[config.mk]
export PLATFORM = sky130hd
export DESIGN_NAME = bcd_countdown
export DESIGN_NICKNAME = d
export VERILOG_FILES = /design/src/rtl/bcd_countdown.sv
export SDC_FILE = /design/constraint.sdc
export NUM_CORES = 1
export LEC_CHECK = 0
export ABC_AREA = 1
export BUFFER_PORTS_ARGS = -buffer_cell sky130_fd_sc_hd__buf_2
export CAP_MARGIN = 20
export CELL_PAD_IN_SITES_DETAIL_PLACEMENT = 1
export CELL_PAD_IN_SITES_GLOBAL_PLACEMENT = 1
export CORE_MARGIN = 2
export CORE_UTILIZATION = 35
export DETAILED_ROUTE_END_ITERATION = 6
export PLACE_DENSITY_LB_ADDON = 0.1
export RECOVER_POWER = 25
export SYNTH_ARGS = -nofsm -noshare
export SYNTH_HDL_FRONTEND = slang
export SYNTH_SLANG_ARGS = --single-unit
[constraint.sdc]
create_clock -name clk -period 1.6 [get_ports clk]
set_clock_uncertainty 0.05 [all_clocks]
set_input_delay 0.16 -clock clk [delete_from_list [all_inputs] [get_ports clk]]
set_output_delay 0.16 -clock clk [all_outputs]
set_load 0.005 [all_outputs]
[src/rtl/bcd_countdown.sv]
// rtl/bcd_countdown.sv - presettable multi-digit BCD down-counter with expiry pulse
// Optional auto-reload on expiry: define BCD_COUNTDOWN_AUTO_RELOAD_EN.
module bcd_countdown #(
   parameter int DIGITS = 2
) (
   input  logic                  clk,
   input  logic                  rst,
   input  logic                  load,
   input  logic [4*DIGITS-1:0]   load_val,
   input  logic                  start,
   input  logic                  stop,
   input  logic                  en,
   output logic [4*DIGITS-1:0]   count,
   output logic                  busy,
   output logic                  zero,
   output logic                  done,
   output logic                  load_err
);

   localparam int W = 4 * DIGITS;
   localparam logic [W-1:0] ONE = W'(1);

   typedef enum logic [1:0] {
      IDLE    = 2'd0,
      RUN     = 2'd1,
      EXPIRED = 2'd2
   } state_t;

   state_t         state, state_n;
   logic [W-1:0]   reload, reload_n, count_n;
   logic           done_n, load_err_n;

   // Ripple borrow: each digit at 0 wraps to 9 and passes the borrow upward.
   function automatic logic [W-1:0] bcd_dec(input logic [W-1:0] v);
      logic [W-1:0] r;
      logic         borrow;
      r      = v;
      borrow = 1'b1;
      for (int i = 0; i < DIGITS; i++) begin
         if (borrow) begin
            if (v[4*i +: 4] == 4'd0) begin
               r[4*i +: 4] = 4'd9;
            end else begin
               r[4*i +: 4] = v[4*i +: 4] - 4'd1;
               borrow      = 1'b0;
            end
         end
      end
      return r;
   endfunction

   function automatic logic is_bcd(input logic [W-1:0] v);
      logic ok;
      ok = 1'b1;
      for (int i = 0; i < DIGITS; i++) begin
         if (v[4*i +: 4] > 4'd9) ok = 1'b0;
      end
      return ok;
   endfunction

   assign zero = (count == '0);
   assign busy = (state == RUN);

   always_comb begin
      state_n    = state;
      count_n    = count;
      reload_n   = reload;
      done_n     = 1'b0;
      load_err_n = 1'b0;
      if (load) begin
         if (is_bcd(load_val)) begin
            count_n  = load_val;
            reload_n = load_val;
            state_n  = IDLE;
         end else begin
            load_err_n = 1'b1;
         end
      end else begin
         case (state)
            IDLE: begin
               if (start && !zero) state_n = RUN;
            end
            RUN: begin
               if (stop) begin
                  state_n = IDLE;
               end else if (en) begin
                  if (count == ONE) begin
                     done_n = 1'b1;
`ifdef BCD_COUNTDOWN_AUTO_RELOAD_EN
                     count_n = reload;
`else
                     count_n = '0;
                     state_n = EXPIRED;
`endif
                  end else begin
                     count_n = bcd_dec(count);
                  end
               end
            end
            EXPIRED: begin
               count_n = '0;
            end
            default: begin
               state_n = IDLE;
            end
         endcase
      end
   end

   always_ff @(posedge clk or posedge rst) begin
      if (rst) begin
         state    <= IDLE;
         count    <= '0;
         reload   <= '0;
         done     <= 1'b0;
         load_err <= 1'b0;
      end else begin
         state    <= state_n;
         count    <= count_n;
         reload   <= reload_n;
         done     <= done_n;
         load_err <= load_err_n;
      end
   end

endmodule

-- Word level (Yosys, flattened, before mapping)
Index checks and enable logic that the tools add are counted.
- output and inout bits: 12
- register bits: 12
- bits of input ports: 14
- multiplexer cells: 32
- $lt $le $gt $ge: 2
- add/sub/neg operators: 2
- equal/unequal tests: 11
- reductions and logical operators: 10
- operators by type and width (cell ; count):
    8-bit 2-to-1 mux ; 5
    1-bit 2-to-1 mux ; 16
    8-bit case mux with 2 select lines ; 1
    2-bit 2-to-1 mux ; 6
    4-bit 2-to-1 mux ; 3
    5-bit AND reduction ; 2
    3-bit != test, second input constant ; 3
    8-bit by 1-bit equality test with 1-bit output, second input constant ; 1
    4-bit > comparator, second input constant ; 2
    4-bit logical NOT ; 2
    8-bit logical NOT ; 1
    4-bit by 1-bit subtractor with 4-bit output, second input constant ; 2
    2-bit case mux with 3 select lines ; 1
    4-bit by 2-bit != test with 1-bit output, second input constant ; 1
    4-bit by 3-bit != test with 1-bit output, second input constant ; 1
    4-bit != test, second input constant ; 1
    4-bit AND reduction ; 1
    3-bit nonzero test ; 1
    2-bit by 1-bit equality test with 1-bit output, second input constant ; 1
    2-bit equality test, second input constant ; 1
    2-bit logical NOT ; 1
    2-bit by 1-bit != test with 1-bit output, second input constant ; 1
    2-bit != test, second input constant ; 1
    1-bit logical AND ; 1
    1-bit logical NOT ; 1

-- Depth between registers and ports, before layout
Gate-level depths: netlist of run 1.
- depth in word-level cells: 13
- gate-level depth with buffers: 10
- depth with buffers taken out: 10

-- Worst setup path after synthesis of run 1
Ideal clock, no wire load.
- kind: register to register
- start point: reg count[4]
- end point: reg count[5]
- arrival time: 1295 ps
- stages on the path, launching flop included: 11
- path slack: 190 ps
- required time: 1485 ps
- setup time: 65 ps
- cell sequence: dfrtp_1 inv_1 ha_1 nand2_2 nor2_4 nand2_4 nand3_4 inv_2 nor2_4 nand2_1 nand2_1
- cells in the longest elaborated chain, start to end: 8
- ends and longest elaborated chain (what ; line ; source):
    start, declared ; 13 ; output logic [4*DIGITS-1:0] count,
    start signal, assigned ; 119 ; count <= count_n;
    4-bit by 1-bit subtractor with 4-bit output / 4-bit logical NOT (equally long branches) ; 44, 41 ;
    4-bit 2-to-1 mux ; 41 ; if (v[4*i +: 4] == 4'd0) begin
    4-bit 2-to-1 mux ; 40 ; if (borrow) begin
    8-bit 2-to-1 mux ; 87 ; if (count == ONE) begin
    8-bit 2-to-1 mux ; 86 ; end else if (en) begin
    8-bit 2-to-1 mux ; 84 ; if (stop) begin
    8-bit case mux with 2 select lines ; 79 ; case (state)
    8-bit 2-to-1 mux ; 70 ; if (load) begin
Parallel ways exist; a longest one is shown, timed or not. The select of a mux whose other input is x is not followed.
A chain may end at the register's enable or synchronous reset.

-- Worst setup path after layout of run 1
- start point: reg count[4]
- end point: reg count[4]
Same word-level chain as after synthesis.

==> flow_summary.json, run 1 <==
{
  "cp_max_fo": 4,
  "placed_cells": 190,
  "crit_required_ps": 1760,
  "grt_pass1_wl_mm": 4.360,
  "leakagePower_nw": 0.6750,
  "total_power_w": 0.001462,
  "fin_crit_sh_pct": 93.34,
  "wl_per_cell_um": 12.73,
  "synth-async-reset-ratio_pct": 100.0,
  "routed_wl_mm": 2.495,
  "vias": 915,
  "clk_latency_ps": 270,
  "min_period_ps": 1493,
  "place_ws_ps": 47.81,
  "stdcell_area_um2": 1152,
  "ys_warn_count": 0,
  "synth_area_um2": 922.1,
  "cap_violations": 0,
  "ctsLongestPathBuffers": 2,
  "die_x_um": 55.33,
  "row_count": 18,
  "worstPathCellList": "inv_2, ha_4, nand2_2, nor2_4, buf_4, nor2_1, o21ai_0, nand2_1, nand2_1",
  "instances_no_fill": 196,
  "fin_hold_ws_ps": 148.9,
  "final_nets": 182,
  "synth.avg_cell_area_um2": 6.831,
  "synth_top_area_share_pct": 32.56,
  "diodes": 0,
  "numClockSinks": 12,
  "max-slew-margin-rel_pct": 65.27,
  "hpwl_mm": 1.989,
  "yosys.cell_count.top_type": "nand2_1",
  "critPathKind": "flip-flop to flip-flop",
  "cts_root_buf": "clkbuf_4",
  "worst_setup_path_end_kind": "flip-flop",
  "cts_tree": "yes",
  "avgViaCountPerCell": 4.668,
  "h-tree-depth": 1,
  "rsz0062_at_grt": "yes",
  "place_congestion": 0.8474,
  "hold_viol": 0,
  "yosys.area_share.simple_pct": 49.93,
  "fin_ws_ps": 106.5,
  "yosys.area_share.adder_pct": 1.357,
  "setup_violations": 0,
  "synth_edf_count": 0,
  "drc": 0,
  "core_um2": 2477,
  "peakVddDrop_uv": 645.2,
  "muxShareOfSynthArea_pct": 0,
  "ys.flop_type": "dfrtp_1",
  "synthDistinctLibCells": 21,
  "synth_area_leader_cell": "dfrtp_1",
  "drive_gt1_share_pct": 35.54,
  "synth.area.top_cells": "dfrtp_1, nand2_1, nand2_4, inv_1, nor2_4",
  "grt_overflow_total": 0,
  "tightestPinTransition_ps": 520.4,
  "drtIter0Drc": 19,
  "slowest_stage": "dfrtp_1",
  "fmax_mhz": 669.6,
  "slew_viol_final": 0,
  "numCtsBuffers": 3,
  "status": "complete, no violations",
  "synthCells": 135,
  "synth_compound_gate_area_share_pct": 5.699,
  "crit_buf_inv": 2,
  "antenna_found_initial": 0,
  "critPathArrivalTime_ps": 1650,
  "synth_top_family_by_area": "simple AND/OR/NAND/NOR gates",
  "fp.dieArea_um2": 3061,
  "grt_pass1_vias": 956,
  "ios": 26,
  "syn-num-nets": 150,
  "cp_slowest_stage_delay_ps": 410,
  "grt_max_degree": 13,
  "synth_common_cells": "nand2_1, dfrtp_1, inv_1, nor2_1, nand3_1",
  "yosysSeqAreaShare_pct": 32.56,
  "start_kind": "flip-flop",
  "drtPass1Iterations": 3,
  "cpMostUsedCell": "nand2_1",
  "hold_class": "primary input to flip-flop",
  "synth_seq_cells": 12,
  "rrSetupSlack_ps": 110,
  "synth_xor_area_share_pct": 0,
  "syn_to_final_growth_pct": 24.97,
  "placed_area_um2": 1081,
  "grt_use_total_pct": 17.66,
  "path_delay_family": "simple AND/OR/NAND/NOR gates",
  "io_buffers": 25,
  "drtAntennaViolNets": 0,
  "clkTransAtPathRegs_ps": 80,
  "powerDensity_nw_per_um2": 1269,
  "fp.dieH_um": 55.33,
  "start_util_pct": 37.22
}
path summary, 6_finish.rpt:
check | from | to | cells after the start
max in group asynchronous | rst | count[4] | 3
worst max register to register | count[4] | count[4] | 9
min in group asynchronous | rst | state[1] | 3
worst min-delay path | en | done | 3
worst max-delay path | count[4] | count[4] | 9
worst min register to register | count[4] | count[4] | 2
where the power goes:
part	total (W)	internal, W	switching [W]
combinational	0.000741	0.000297	0.000444
sequential	0.000479	0.000379	0.000100
clock	0.000243	0.000138	0.000105
registers in the layout, summed over array words and instances, names as in the netlist:
| signal | cells |
|---|---|
| state | 2 |
| load_err | 1 |
| count | 8 |
| done | 1 |
kinds of logic (layout without fill, tap and decap cells):
kind of cell	count (synthesis)	count (layout)
AO/OA/AOI/OAI	10	10
adder cells (fa/ha/maj)	1	1
flip-flops	12	12
buffers and inverters	21	52
AND/OR/NAND/NOR	91	91
worst reg2reg max path, cell delays in order (launching register included):
cell,delay (ps)
dfrtp_1,410
inv_2,110
ha_4,160
nand2_2,80
nor2_4,160
buf_4,140
nor2_1,30
o21ai_0,150
nand2_1,80
nand2_1,70
cells in the final DEF, fill, tap and decap left out:
cell	count
nand2_1	53
buf_2	25
dfrtp_1	12
nor2_1	11
inv_1	10
inv_2	7
nand3_1	7
o21ai_0	6
nor2_4	5
nand2_2	5
nand2_4	5
o21ai_1	3
clkbuf_4	3
inv_4	2
nand4_1	2
buf_4	2
nor3_1	1
nand3b_2	1
clkinv_4	1
nand3_4	1
o31ai_1	1
ha_4	1
clkbuf_8	1
dlygate4sd3_1	1
cell type report:
class                      instances  area (um2)
clock buffer                       4       36.28
tap                               30       37.54
fill                             337        1325
inverter                          20       85.08
multi-input combinational        102       543.0
timing repair buffer              28       150.1
sequential                        12       300.3
per-stage QoR:
step / util (%) / TNS [ps]
after floorplan: - / 0
after global placement: 43.64 / 0
after detailed placement: 43.64 / 0
after CTS: 45.51 / 0
after global routing: 46.52 / -35.92
final: 46.52 / 0
layer usage:
| layer | wire length, um | GRT usage (%) |
|---|---|---|
| met1 | 1212 | 25.00 |
| met2 | 1158 | 27.38 |
| met3 | 92 | 2.342 |
| met4 | 31 | 6.272 |
| met5 | 0 | 0 |
repair_timing:
item | in CTS | in global routing
hold buffers | 1 | 0
endpoints found under the hold margin | 12 | 0
setup endpoints to repair | 0 | 9
gates resized for setup | 0 | 5
buffers inserted | 0 | 1
(Power assumes the default switching activity.)
==> run 2, diff against run 1 <==
--- a/config.mk
+++ b/config.mk
@@ -5,13 +5,13 @@
 export SDC_FILE = /design/constraint.sdc
 export NUM_CORES = 1
 export LEC_CHECK = 0
-export ABC_AREA = 1
 export BUFFER_PORTS_ARGS = -buffer_cell sky130_fd_sc_hd__buf_2
 export CAP_MARGIN = 20
 export CELL_PAD_IN_SITES_DETAIL_PLACEMENT = 1
 export CELL_PAD_IN_SITES_GLOBAL_PLACEMENT = 1
+export CORE_ASPECT_RATIO = 1.2
 export CORE_MARGIN = 2
-export CORE_UTILIZATION = 35
+export CORE_UTILIZATION = 37
 export DETAILED_ROUTE_END_ITERATION = 6
 export PLACE_DENSITY_LB_ADDON = 0.1
 export RECOVER_POWER = 25
==> run 2 against run 1 <==
The flow now finishes with violations (setup timing). Register-to-register slack got worse by 270 ps. Clock power decreased by 19%. Wire length increased by 27%. Total power rose by 23%. Sequential share of layout area is 4.5 points lower. Synthesized area fell by 9.6%. Largest power group unchanged.
==> flow_summary.json, run 2 <==
{
  "tightestPinTransition_ps": 518.0,
  "hold_class": "primary input to flip-flop",
  "r2r-start": "count[5]",
  "layout_common_cells": "buf_4, buf_2, dfrtp_1, buf_6, nor3_1",
  "peakVddDrop_uv": 933.6,
  "start_util_pct": 39.78,
  "largest_reg_flops": 8,
  "synth_area_um2": 833.3,
  "clk_latency_ps": 270,
  "setup_violations": 10,
  "drtPass1Iterations": 4,
  "synth.avg_cell_area_um2": 9.804,
  "io_buffers": 25,
  "fin_setup_tns_ps": -908.9,
  "critPathCapture": "count[5]",
  "cts_tree": "yes",
  "diodes": 0,
  "p_sw_share_pct": 38.78,
  "fin_hold_ws_ps": 52.06,
  "synth_area_leader_cell": "dfrtp_1",
  "drtAntennaViolNets": 0,
  "p_comb_share_pct": 62.9,
  "cp_slowest_stage_delay_ps": 400,
  "fmax_mhz": 567.1,
  "ys_warn_count": 0,
  "ctsLongestPathBuffers": 2,
  "reg2reg_to": "count[5]",
  "routed_wl_mm": 3.173,
  "grt_pass1_vias": 1014,
  "vias": 958,
  "p_int_w": 0.001104,
  "clkPwrFrac_pct": 11.0,
  "ios": 26,
  "yosysSeqAreaShare_pct": 36.04,
  "synth-async-reset-ratio_pct": 100.0,
  "p_sw_w": 0.0006994,
  "cts_root_buf": "clkbuf_4",
  "slowest_stage": "dfrtp_1",
  "r2r_cells": 6,
  "cp_max_fo": 4,
  "top_regs": "count x8, state x2",
  "place_congestion": 0.7608,
  "synth_top_area_share_pct": 36.04,
  "total_power_w": 0.001803,
  "hold_viol": 0,
  "layout_commonest_cell": "buf_4",
  "critPathKind": "flip-flop to flip-flop",
  "worst_setup_path_end_kind": "flip-flop",
  "synth_edf_count": 0,
  "grt_pass1_wl_mm": 4.988,
  "syn-num-nets": 100,
  "stdcell_area_um2": 1396,
  "drtIter0Drc": 14,
  "synthCells": 85,
  "crit_required_ps": 1710,
  "placed_area_um2": 1190,
  "grt_use_total_pct": 26.04,
  "crit_buf_inv": 1,
  "antenna_found_initial": 0,
  "fin_crit_sh_pct": 110.2,
  "cap_violations": 0,
  "syn_to_final_growth_pct": 67.57,
  "rrSetupSlack_ps": -160,
  "numClockSinks": 12,
  "grt_overflow_total": 0,
  "status": "finished with violations",
  "numCtsBuffers": 3,
  "drc": 0,
  "grt_max_degree": 13,
  "worstPathCellList": "inv_2, ha_4, nor3b_4, o32ai_4, nor2_4, mux2_4",
  "instances_no_fill": 177,
  "regMostFlops": "count",
  "p_seq_share_pct": 26.1,
  "min_period_ps": 1763,
  "yosys.cell_count.top_type": "dfrtp_1",
  "leakagePower_nw": 0.6594,
  "final_nets": 164,
  "min_from": "stop",
  "fp.dieH_um": 55.99,
  "row_count": 18,
  "powerDensity_nw_per_um2": 1291,
  "critPathArrivalTime_ps": 1880,
  "clkTransAtPathRegs_ps": 80,
  "synthDistinctLibCells": 38,
  "synth_seq_cells": 12,
  "rsz0062_at_grt": "yes",
  "hpwl_mm": 2.083,
  "start_kind": "flip-flop",
  "core_um2": 2095,
  "wl_per_cell_um": 17.93,
  "synth_common_cells": "dfrtp_1, inv_1, nand2_1, nor2_1, nor3_1",
  "crit_start": "count[5]",
  "drive_gt1_share_pct": 61.22,
  "h-tree-depth": 1,
  "synth.area.top_cells": "dfrtp_1, o41ai_1, o311ai_4, a21o_2, nor3_1",
  "violations": "setup timing",
  "avgViaCountPerCell": 5.412,
  "slew_viol_final": 0,
  "die_x_um": 47.32,
  "crit_cells": 6,
  "max-slew-margin-rel_pct": 65.43,
  "placed_cells": 163,
  "fp.dieArea_um2": 2649,
  "ys.flop_type": "dfrtp_1",
  "path_delay_family": "simple AND/OR/NAND/NOR gates",
  "fin_ws_ps": -163.5
}
## run 2: cell count changes after synthesis, moves of 4 or more
| cell | previous run | this run |
|---|---|---|
| o41ai_1 | 0 | 4 |
| o21ai_0 | 6 | 2 |
| inv_1 | 12 | 6 |
| inv_2 | 5 | 0 |
| nor3_1 | 1 | 5 |
| nand3_1 | 7 | 2 |
| nand2_4 | 5 | 0 |
| nor2_1 | 11 | 5 |
| nand2_1 | 53 | 5 |
| nand2_2 | 5 | 0 |
## run 2: how the worst min path moves through the flow
stage	slack [ps]	end	cells after the start
6_report	50	state[1]	2
5_1_grt	40	state[1]	2
4_1_cts	40	state[1]	2
3_5_place_dp	170	count[4]	2
3_3_place_gp	150	count[4]	2
2_1_floorplan	-30	count[0]	1
## run 2: power by group through the flow
stage	Combinational (W)	Clock, W	Sequential, W
detailed placement	0.000846	0	0.000473
global route	0.00120	0.000226	0.000477
global placement	0.000820	0	0.000464
CTS	0.000997	0.000207	0.000468
floorplan	0.000402	0	0.000499
finish	0.00113	0.000198	0.000471
## run 2: cell type report
type                    instances  area (um2)
well taps                      30       37.54
flip-flops and latches         12       301.5
multi-input cells              64       579.3
fillers                       243       698.2
clock buffers                   3       22.52
inverters                       6       22.52
repair buffers                 62       432.9
## run 2: cells by family (layout without fill, tap and decap cells)
kind of cell,after synthesis,after routing,synth area share [%]
mux,2,2,3.003
flops,12,12,36.04
fa+ha+maj,1,1,1.501
simple gates,31,31,23.27
compound gates,30,30,30.93
buf+inv,9,71,5.255
## run 2: per-layer routing
metal / wire (um) / GRT usage (%)
met1: 1378 / 33.87
met2: 1689 / 44.02
met3: 68 / 2.922
met4: 36 / 5.952
met5: 0 / 0
## run 2: timing repair
action / in CTS / in global routing
setup buffers: 4 / 7
hold buffers: 1 / 0
endpoints found under the setup margin: 11 / 11
endpoints found under the hold margin: 12 / 0
pin swaps: 2 / 3
gates resized for setup: 15 / 10
## run 2: worst reg2reg max path, delay by kind of cell (launching register included)
kind | cells | cell delay, ps
adder cells (fa/ha/maj) | 1 | 140
multiplexers | 1 | 320
AND/OR/NAND/NOR | 2 | 480
flip-flops | 1 | 400
buffers and inverters | 1 | 100
AO/OA/AOI/OAI | 1 | 170
## run 2: metrics by stage
step / util (%) / worst slack, ps
floorplan: - / -142.3
global placement: 56.81 / -71.07
detailed placement: 56.81 / -169.4
CTS: 62.84 / -168.6
global route: 66.67 / -231.8
finish: 66.67 / -163.5
